<file path="config.mk">
export PLATFORM = sky130hd
export DESIGN_NAME = sha256_round_sequencer
export DESIGN_NICKNAME = d
export VERILOG_FILES = /design/src/rtl/sha256_ctrl_pkg.sv /design/src/rtl/round_index_counter.sv /design/src/rtl/sha256_round_sequencer.sv
export SDC_FILE = /design/constraint.sdc
export NUM_CORES = 1
export LEC_CHECK = 0
export BUFFER_PORTS_ARGS = -buffer_cell sky130_fd_sc_hd__buf_2
export CAP_MARGIN = 10
export CELL_PAD_IN_SITES_DETAIL_PLACEMENT = 1
export CELL_PAD_IN_SITES_GLOBAL_PLACEMENT = 2
export CORE_ASPECT_RATIO = 0.5
export CORE_UTILIZATION = 35
export DETAILED_ROUTE_END_ITERATION = 16
export GPL_TIMING_DRIVEN = 0
export PLACE_DENSITY = 0.85
export SYNTH_ARGS = -nofsm -noshare
export SYNTH_HDL_FRONTEND = slang
export SYNTH_SLANG_ARGS = --single-unit
</file>
<file path="constraint.sdc">
create_clock -name clock -period 3.1 [get_ports clock]
set_input_delay 0.31 -clock clock [delete_from_list [all_inputs] [get_ports clock]]
set_output_delay 0.31 -clock clock [all_outputs]
set_load 0.01 [all_outputs]
</file>
<file path="src/rtl/sha256_ctrl_pkg.sv">
`default_nettype none
// ============================================================================
//  Module   : sha256_ctrl_pkg
//  Purpose  : Shared constants and state encoding for the SHA-256 round
//             sequencer (control side of the compression datapath).
//  Contents : SHA256_NUM_ROUNDS, SHA256_LOAD_WORDS, state_t and the five
//             sequencer states.
//  Revision : 1.0  initial release
// ============================================================================
package sha256_ctrl_pkg;

  localparam int SHA256_NUM_ROUNDS = 64;
  localparam int SHA256_LOAD_WORDS = 16;

  // Sequencer state encoding (explicit 3-bit width)
  typedef logic [2:0] state_t;

  localparam logic [2:0] ST_IDLE  = 3'd0;
  localparam logic [2:0] ST_INIT  = 3'd1;
  localparam logic [2:0] ST_ROUND = 3'd2;
  localparam logic [2:0] ST_FINAL = 3'd3;
  localparam logic [2:0] ST_DONE  = 3'd4;

endpackage
`default_nettype wire

</file>
<file path="src/rtl/round_index_counter.sv">
`default_nettype none
// ============================================================================
//  Module   : round_index_counter
//  Purpose  : Round index up-counter with synchronous clear, count enable and
//             terminal-count flag. Saturates at NUM_ROUNDS-1 so the index
//             never wraps.
//  Ports    : clock, reset (async, active-high), clear, enable  -> inputs
//             idx [IDX_W-1:0], terminal (idx == NUM_ROUNDS-1)   -> outputs
//  Revision : 1.0  initial release
// ============================================================================
module round_index_counter #(
  parameter int NUM_ROUNDS = 64,
  parameter int IDX_W      = 6
) (
  input  logic             clock,
  input  logic             reset,
  input  logic             clear,
  input  logic             enable,
  output logic [IDX_W-1:0] idx,
  output logic             terminal
);

  localparam logic [IDX_W-1:0] LAST_IDX = IDX_W'(NUM_ROUNDS - 1);

  assign terminal = (idx == LAST_IDX);

  // Clear wins over enable; the terminal gate keeps the index from wrapping
  // even if enable is held on the last round.
  always_ff @(posedge clock or posedge reset) begin
    if (reset) begin
      idx <= '0;
    end else if (clear) begin
      idx <= '0;
    end else if (enable && !terminal) begin
      idx <= idx + IDX_W'(1);
    end
  end

endmodule
`default_nettype wire

</file>
<file path="src/rtl/sha256_round_sequencer.sv">
`default_nettype none
// ============================================================================
//  Module   : sha256_round_sequencer
//  Purpose  : Sequences each 512-bit block through INIT, NUM_ROUNDS rounds and
//             a hash update, driving the SHA-256 compression datapath.
//  Ports    : clock, reset        clock / async active-high reset
//             start, num_blocks   request and block count (sampled in IDLE)
//             step_en             datapath ready, stalls round progress
//             busy                high outside IDLE
//             init_hash           INIT of block 0 (load H0 constants)
//             init_block          every INIT (load a..h from H)
//             round_valid         high in ROUND
//             round_idx           current round index
//             use_msg / msg_req   message-word phase / message-word consume
//             update_hash         FINAL strobe (add a..h into H)
//             block_idx           current block index
//             done                one-cycle completion pulse
//  Revision : 1.0  initial release
// ============================================================================
module sha256_round_sequencer
  import sha256_ctrl_pkg::*;
#(
  parameter int NUM_ROUNDS = SHA256_NUM_ROUNDS,
  parameter int LOAD_WORDS = SHA256_LOAD_WORDS,
  parameter int IDX_W      = 6,
  parameter int BLK_W      = 7
) (
  input  logic             clock,
  input  logic             reset,
  input  logic             start,
  input  logic [BLK_W-1:0] num_blocks,
  input  logic             step_en,
  output logic             busy,
  output logic             init_hash,
  output logic             init_block,
  output logic             round_valid,
  output logic [IDX_W-1:0] round_idx,
  output logic             use_msg,
  output logic             msg_req,
  output logic             update_hash,
  output logic [BLK_W-1:0] block_idx,
  output logic             done
);

  // One extra bit so LOAD_WORDS == 2**IDX_W still compares correctly
  localparam logic [IDX_W:0] LOAD_LIM = (IDX_W + 1)'(LOAD_WORDS);

  state_t           state;
  state_t           state_nxt;
  logic [BLK_W-1:0] blocks_lat;
  logic             round_last;
  logic             start_ok;
  logic             last_block;

  assign start_ok   = (state == ST_IDLE) && start && (num_blocks != '0);
  assign last_block = (block_idx == (blocks_lat - BLK_W'(1)));

  // Moore decode from registered state; msg_req alone looks at step_en
  assign busy        = (state != ST_IDLE);
  assign init_block  = (state == ST_INIT);
  assign init_hash   = (state == ST_INIT) && (block_idx == '0);
  assign round_valid = (state == ST_ROUND);
  assign update_hash = (state == ST_FINAL);
  assign done        = (state == ST_DONE);
  assign use_msg     = round_valid && ({1'b0, round_idx} < LOAD_LIM);
  assign msg_req     = use_msg && step_en;

  round_index_counter #(
    .NUM_ROUNDS (NUM_ROUNDS),
    .IDX_W      (IDX_W)
  ) u_round_cnt (
    .clock    (clock),
    .reset    (reset),
    .clear    (state == ST_INIT),
    .enable   (round_valid && step_en),
    .idx      (round_idx),
    .terminal (round_last)
  );

  always_comb begin
    state_nxt = state;
    case (state)
      ST_IDLE:  if (start_ok) state_nxt = ST_INIT;
      ST_INIT:  state_nxt = ST_ROUND;
      ST_ROUND: if (step_en && round_last) state_nxt = ST_FINAL;
      ST_FINAL: state_nxt = last_block ? ST_DONE : ST_INIT;
      ST_DONE:  state_nxt = ST_IDLE;
      default:  state_nxt = ST_IDLE;
    endcase
  end

  always_ff @(posedge clock or posedge reset) begin
    if (reset) begin
      state      <= ST_IDLE;
      blocks_lat <= '0;
      block_idx  <= '0;
    end else begin
      state <= state_nxt;
      if (start_ok) begin
        blocks_lat <= num_blocks;
        block_idx  <= '0;
      end else if ((state == ST_FINAL) && !last_block) begin
        block_idx <= block_idx + BLK_W'(1);
      end
    end
  end

endmodule
`default_nettype wire

</file>
Word level (Yosys, flattened, before mapping)
Index checks and enable logic that the tools add are counted.

cells by class
  $add $sub $neg = 3
  reduce and logical (&&, ||, !) cells = 18
  muxes and demuxes = 8
  eq/ne operators = 8
  order comparisons = 1

operators by type and width
  cell                                                         number
  2-to-1 mux 7 bit                                             2
  2-to-1 mux 6 bit                                             2
  case mux 3 bit (4 select lines)                              1
  logical AND 1 bit                                            9
  2-to-1 mux 3 bit                                             3
  adder 7 x 1 -> 7 bit (second input constant)                 1
  == test 7 bit                                                1
  logical NOT 7 bit                                            1
  nonzero test 7 bit                                           1
  subtractor 7 x 1 -> 7 bit (second input constant)            1
  adder 6 x 1 -> 6 bit (second input constant)                 1
  == test 3 x 2 -> 1 bit (second input constant)               2
  == test 6 bit (second input constant)                        1
  less-than comparator 6 x 5 -> 1 bit (second input constant)  1
  nonzero test 2 bit                                           2
  == test 3 x 1 -> 1 bit (second input constant)               1
  == test 3 bit (second input constant)                        1
  logical NOT 3 bit                                            1
  nonzero test 3 bit                                           1
  logical NOT 1 bit                                            2
  inequality test 2 x 1 -> 1 bit (second input constant)       1
  inequality test 2 bit (second input constant)                1
  AND reduction 2 bit                                          1

storage, ports and cells
  bits in registers = 23
  output and inout port bits = 21
  input port bits = 11
  word-level logic and storage cells = 42

Logic depth before layout (Yosys ltp)
  depth after elaboration = 6
  mapped depth = 9
  mapped depth without buffers = 8

By module
From an unflattened synthesis, not the netlist that was laid out.

second synthesis, totals
  cells, all modules = 141
  area total of the unflattened synthesis = 1447.6 µm²

by module, submodules not included
  module                  area each (µm²)  instances  cells an instance  sequential area each (µm²)
  sha256_round_sequencer  1078.5           1          104                425.4
  round_index_counter     369.1            1          37                 150.1

Least setup slack after synthesis
Ideal clock, no wire load.

  kind = reg2reg
  start point = register blocks_lat[0]
  end point = register block_idx[1]
  path slack = 1133 ps
  path buffers = 1
  data required time = 2980 ps
  period minus slack after synthesis = 1967 ps
  stages on the path, launching flop included = 10
  setup time = 120 ps
  arrival = 1847 ps
  cells stage by stage = dfrtp_1 inv_1 ha_1 nor3b_1 xnor2_1 nand4_1 a221o_1 buf_6 and3_1 a31o_1

between the ends
  cells in the longest elaborated chain, start to end = 5

RTL lines
  element                              RTL line                       text
  from (decl)                          sha256_round_sequencer.sv:50   logic [BLK_W-1:0] blocks_lat;
  from (signal assigned)               sha256_round_sequencer.sv:100  blocks_lat <= num_blocks;
  subtractor 7 x 1 -> 7 bit            sha256_round_sequencer.sv:56   assign last_block = (block_idx == (blocks_lat - BLK_W'(1)));
  == test 7 bit                        sha256_round_sequencer.sv:56
  logical NOT 1 bit                    sha256_round_sequencer.sv:102  end else if ((state == ST_FINAL) && !last_block) begin
  logical AND 1 bit                    sha256_round_sequencer.sv:102
  nonzero test 2 bit (no source line)  n/a
  to (signal assigned)                 sha256_round_sequencer.sv:103  block_idx <= block_idx + BLK_W'(1);
  to (decl)                            sha256_round_sequencer.sv:41   output logic [BLK_W-1:0] block_idx,

Every way passes these cells.
A chain may end at the register's enable or synchronous reset.

Final worst setup path
  start point = register state[1]
  end point = output port init_hash

between the ends
  cells in the longest elaborated chain, start to end = 2

RTL lines
  element                 RTL line                      text
  from (decl)             sha256_round_sequencer.sv:48  state_t state;
  from (signal assigned)  sha256_round_sequencer.sv:98  state <= state_nxt;
  == test 3 x 1 -> 1 bit  sha256_round_sequencer.sv:61  assign init_hash = (state == ST_INIT) && (block_idx == '0);
  logical AND 1 bit       sha256_round_sequencer.sv:61
  to (decl)               sha256_round_sequencer.sv:34  output logic init_hash,

Every way passes these cells.

==> impl_metrics.ini <==
[cts]
clk_pin_slew_ns = 0.08
cts_buffers = 3
cts_hold_buf = 0
clk_latency_ns = 0.27
cts.repair.resized = 0
postCtsSetupBuffers = 0
cts.path.max_buffers = 2
cts_root_buf = clkbuf_8
htree_levels = 1
cts_sinks = 23
cts_tree = built

[route]
met2WireLength_mm = 1.473
drtIter0Drc = 37
finalWirelength_mm = 3.196
dr.pass1.iters = 3
via_count = 1124
antenna_left = 0
drc = 0
vias_per_cell = 5.018
met1_length_mm = 1.589
top_layer_used = met4
dr_wl_met3_um = 95
wl_per_cell_um = 14.27

[layout]
final_cell_mix = buf_2, dfrtp_1, nand2_1, nor2_1
final_nets = 189
mostFrequentLayoutCell = buf_2
syn_to_final_growth_pct = 19.00
layout-drive-gt1-share_pct = 28.90
fillers = 432
final_util_pct = 45.87
insertedDiodeCount = 0

[yosys]
ys_warn_count = 0
syn_inst = 138
postSynthAreaPerCell_um2 = 10.12
synthAdderAreaFrac_pct = 3.584
synthMuxAreaShare_pct = 10.66
yosys.area_share.simple_pct = 24.19
synth.distinct_cells = 41
synth_top_family_by_area = simple AND/OR/NAND/NOR gates
ys_ff_latch = 23
synth-xor-area-share_pct = 10.39
synth-seq-area-share_pct = 41.22
synth_area_leader_cell = dfrtp_1
synth_area_leaders = dfrtp_1, mux2_2, mux2i_1
syn_area_mm2 = 0.001396
yosysTopAreaCellShare_pct = 41.22
synth_nets = 153
synth-compound-area-share_pct = 5.197

[grt]
antenna_found_initial = 0
grt_max_degree = 24
grt_pass1_vias = 1093
track_usage_pct = 16.96
grt_first_pass_wirelength_mm = 5.278
grt_overflow_total = 0

[die]
core_mm2 = 0.003622
die_area_mm2 = 0.004262
start_util_pct = 38.55
die_w_um = 91.33
ioPinCount = 32
die_h_um = 46.67
rows = 15

[sta]
fin_crit_sh_pct = 81.38
worst_slew_pin_slew_ns = 1.211
finalClockSkew_ns = 0.001819
tns_ns = 0
rsz0062_at_grt = no
fmax_mhz = 396.4
setup_violations = 0
slew_headroom_pct = 19.11
drv_slew = 0
period_needed_ns = 2.523
timing.final.hold_violations = 0

[worst_hold_path]
hp-class = in2async

[critical_path]
setup.worst_path.start_class = flop
critPathTopFamily = simple AND/OR/NAND/NOR gates
timing.critical_path.fanout_max = 9
path_cells = buf_2 > nor3b_1 > and4b_1 > buf_2
reg2reg_depth = 9
path_depth = 4
crit_required_ns = 2.79
cp.arrival_ns = 2.21
critPathBufInv = 2
critical-path-max-stage-delay_ns = 0.98
worstSetupPathType = reg2out
endpoint_kind = output pin
reg2reg_from = blocks_lat[0]
cp-startpoint = state[1]
path_common_cell = buf_2
critPathSlowestCell = nor3b_1

[place]
place_congestion = 0.7304
hpwlAfterDp_mm = 2.401
port_buffers = 31

[flow_run]
max-cap-violations = 0

[pwr]
power.density_mw_per_mm2 = 793.9
p_leak_nw = 0.8715
totalPowerFinal_w = 0.001319
ir_drop_mv = 0.2423

[status]
outcome = finished clean
[report_power, final]
part	leakage (nW)	internal, W	switching, W
combinational	0.547	0.000319	0.000315
sequential	0.299	0.000388	0.000109
clock	0.0255	0.0000898	0.0000984
total	0.871	0.000797	0.000522
[cell families (layout without fill, tap and decap cells)]
kind of cell	Yosys count	after routing
xor gates and xnor gates	15	15
adders and majority gates	4	4
DFF	23	23
muxes	14	14
buffers and inverters	12	47
and+or+nand+nor	61	61
AOI/OAI and AO/OA	9	9
[path summary, 6_finish.rpt]
kind	to	slack, ns
worst max-delay path	init_hash	0.58
worst min-delay path	u_round_cnt.idx[0]	0.22
worst max register to register	block_idx[1]	0.91
worst min register to register	state[0]	0.51
max in group asynchronous	block_idx[6]	2.33
min in group clock	blocks_lat[5]	0.28
[Yosys cell counts, drive strengths merged]
library cell,instances
dfrtp,23
nand2,14
nor2,10
mux2,7
mux2i,7
xnor2,7
xor2,7
and3,6
inv,6
buf,5
nor3b,5
ha,4
nand3,4
nand4,4
nor3,4
nor2b,2
o21ai,2
or2,2
a21o,1
a21oi,1
a221o,1
a31o,1
a31oi,1
and2,1
and2b,1
and3b,1
and4b,1
clkbuf,1
nand2b,1
nand4b,1
nor4,1
nor4b,1
o22a,1
o41ai,1
or3,1
or4,1
xnor3,1
[through the flow]
step                      instance area (µm²)  worst slack (ns)  hold WS, ns  cells
after CTS                                1662            0.5474       0.2531    224
after floorplan                          1396             1.133       0.3119    138
after global placement                   1615            0.8530       0.4929    220
final                                    1662            0.5772       0.2207    224
after detailed placement                 1615            0.8553       0.5012    220
after global routing                     1662            0.3977       0.2842    224
[per-layer routing]
layer | vias to the layer above | GRT usage (%)
met3 | 5 | 4.620
met4 | 0 | 4.762
li1 | 550 | -
met1 | 553 | 22.13
met2 | 16 | 28.48
met5 | - | 0
[final cells by class]
type	count	area (µm²)	area share, %
clock buffers	3	41.29	2.485
repair buffers	31	155.1	9.337
multi-input cells	103	754.5	45.41
flip-flops and latches	23	575.6	34.64
plain buffers	6	43.79	2.636
inverters	6	22.52	1.355
well taps	51	63.81	3.840
clock inverters	1	5.005	0.3012
[flip-flops by register name (all words and copies together) (netlist names)]
signal	cells
block_idx	7
blocks_lat	7
state	3
u_round_cnt.idx	6
Note: power is estimated with default switching activity, not from simulation.
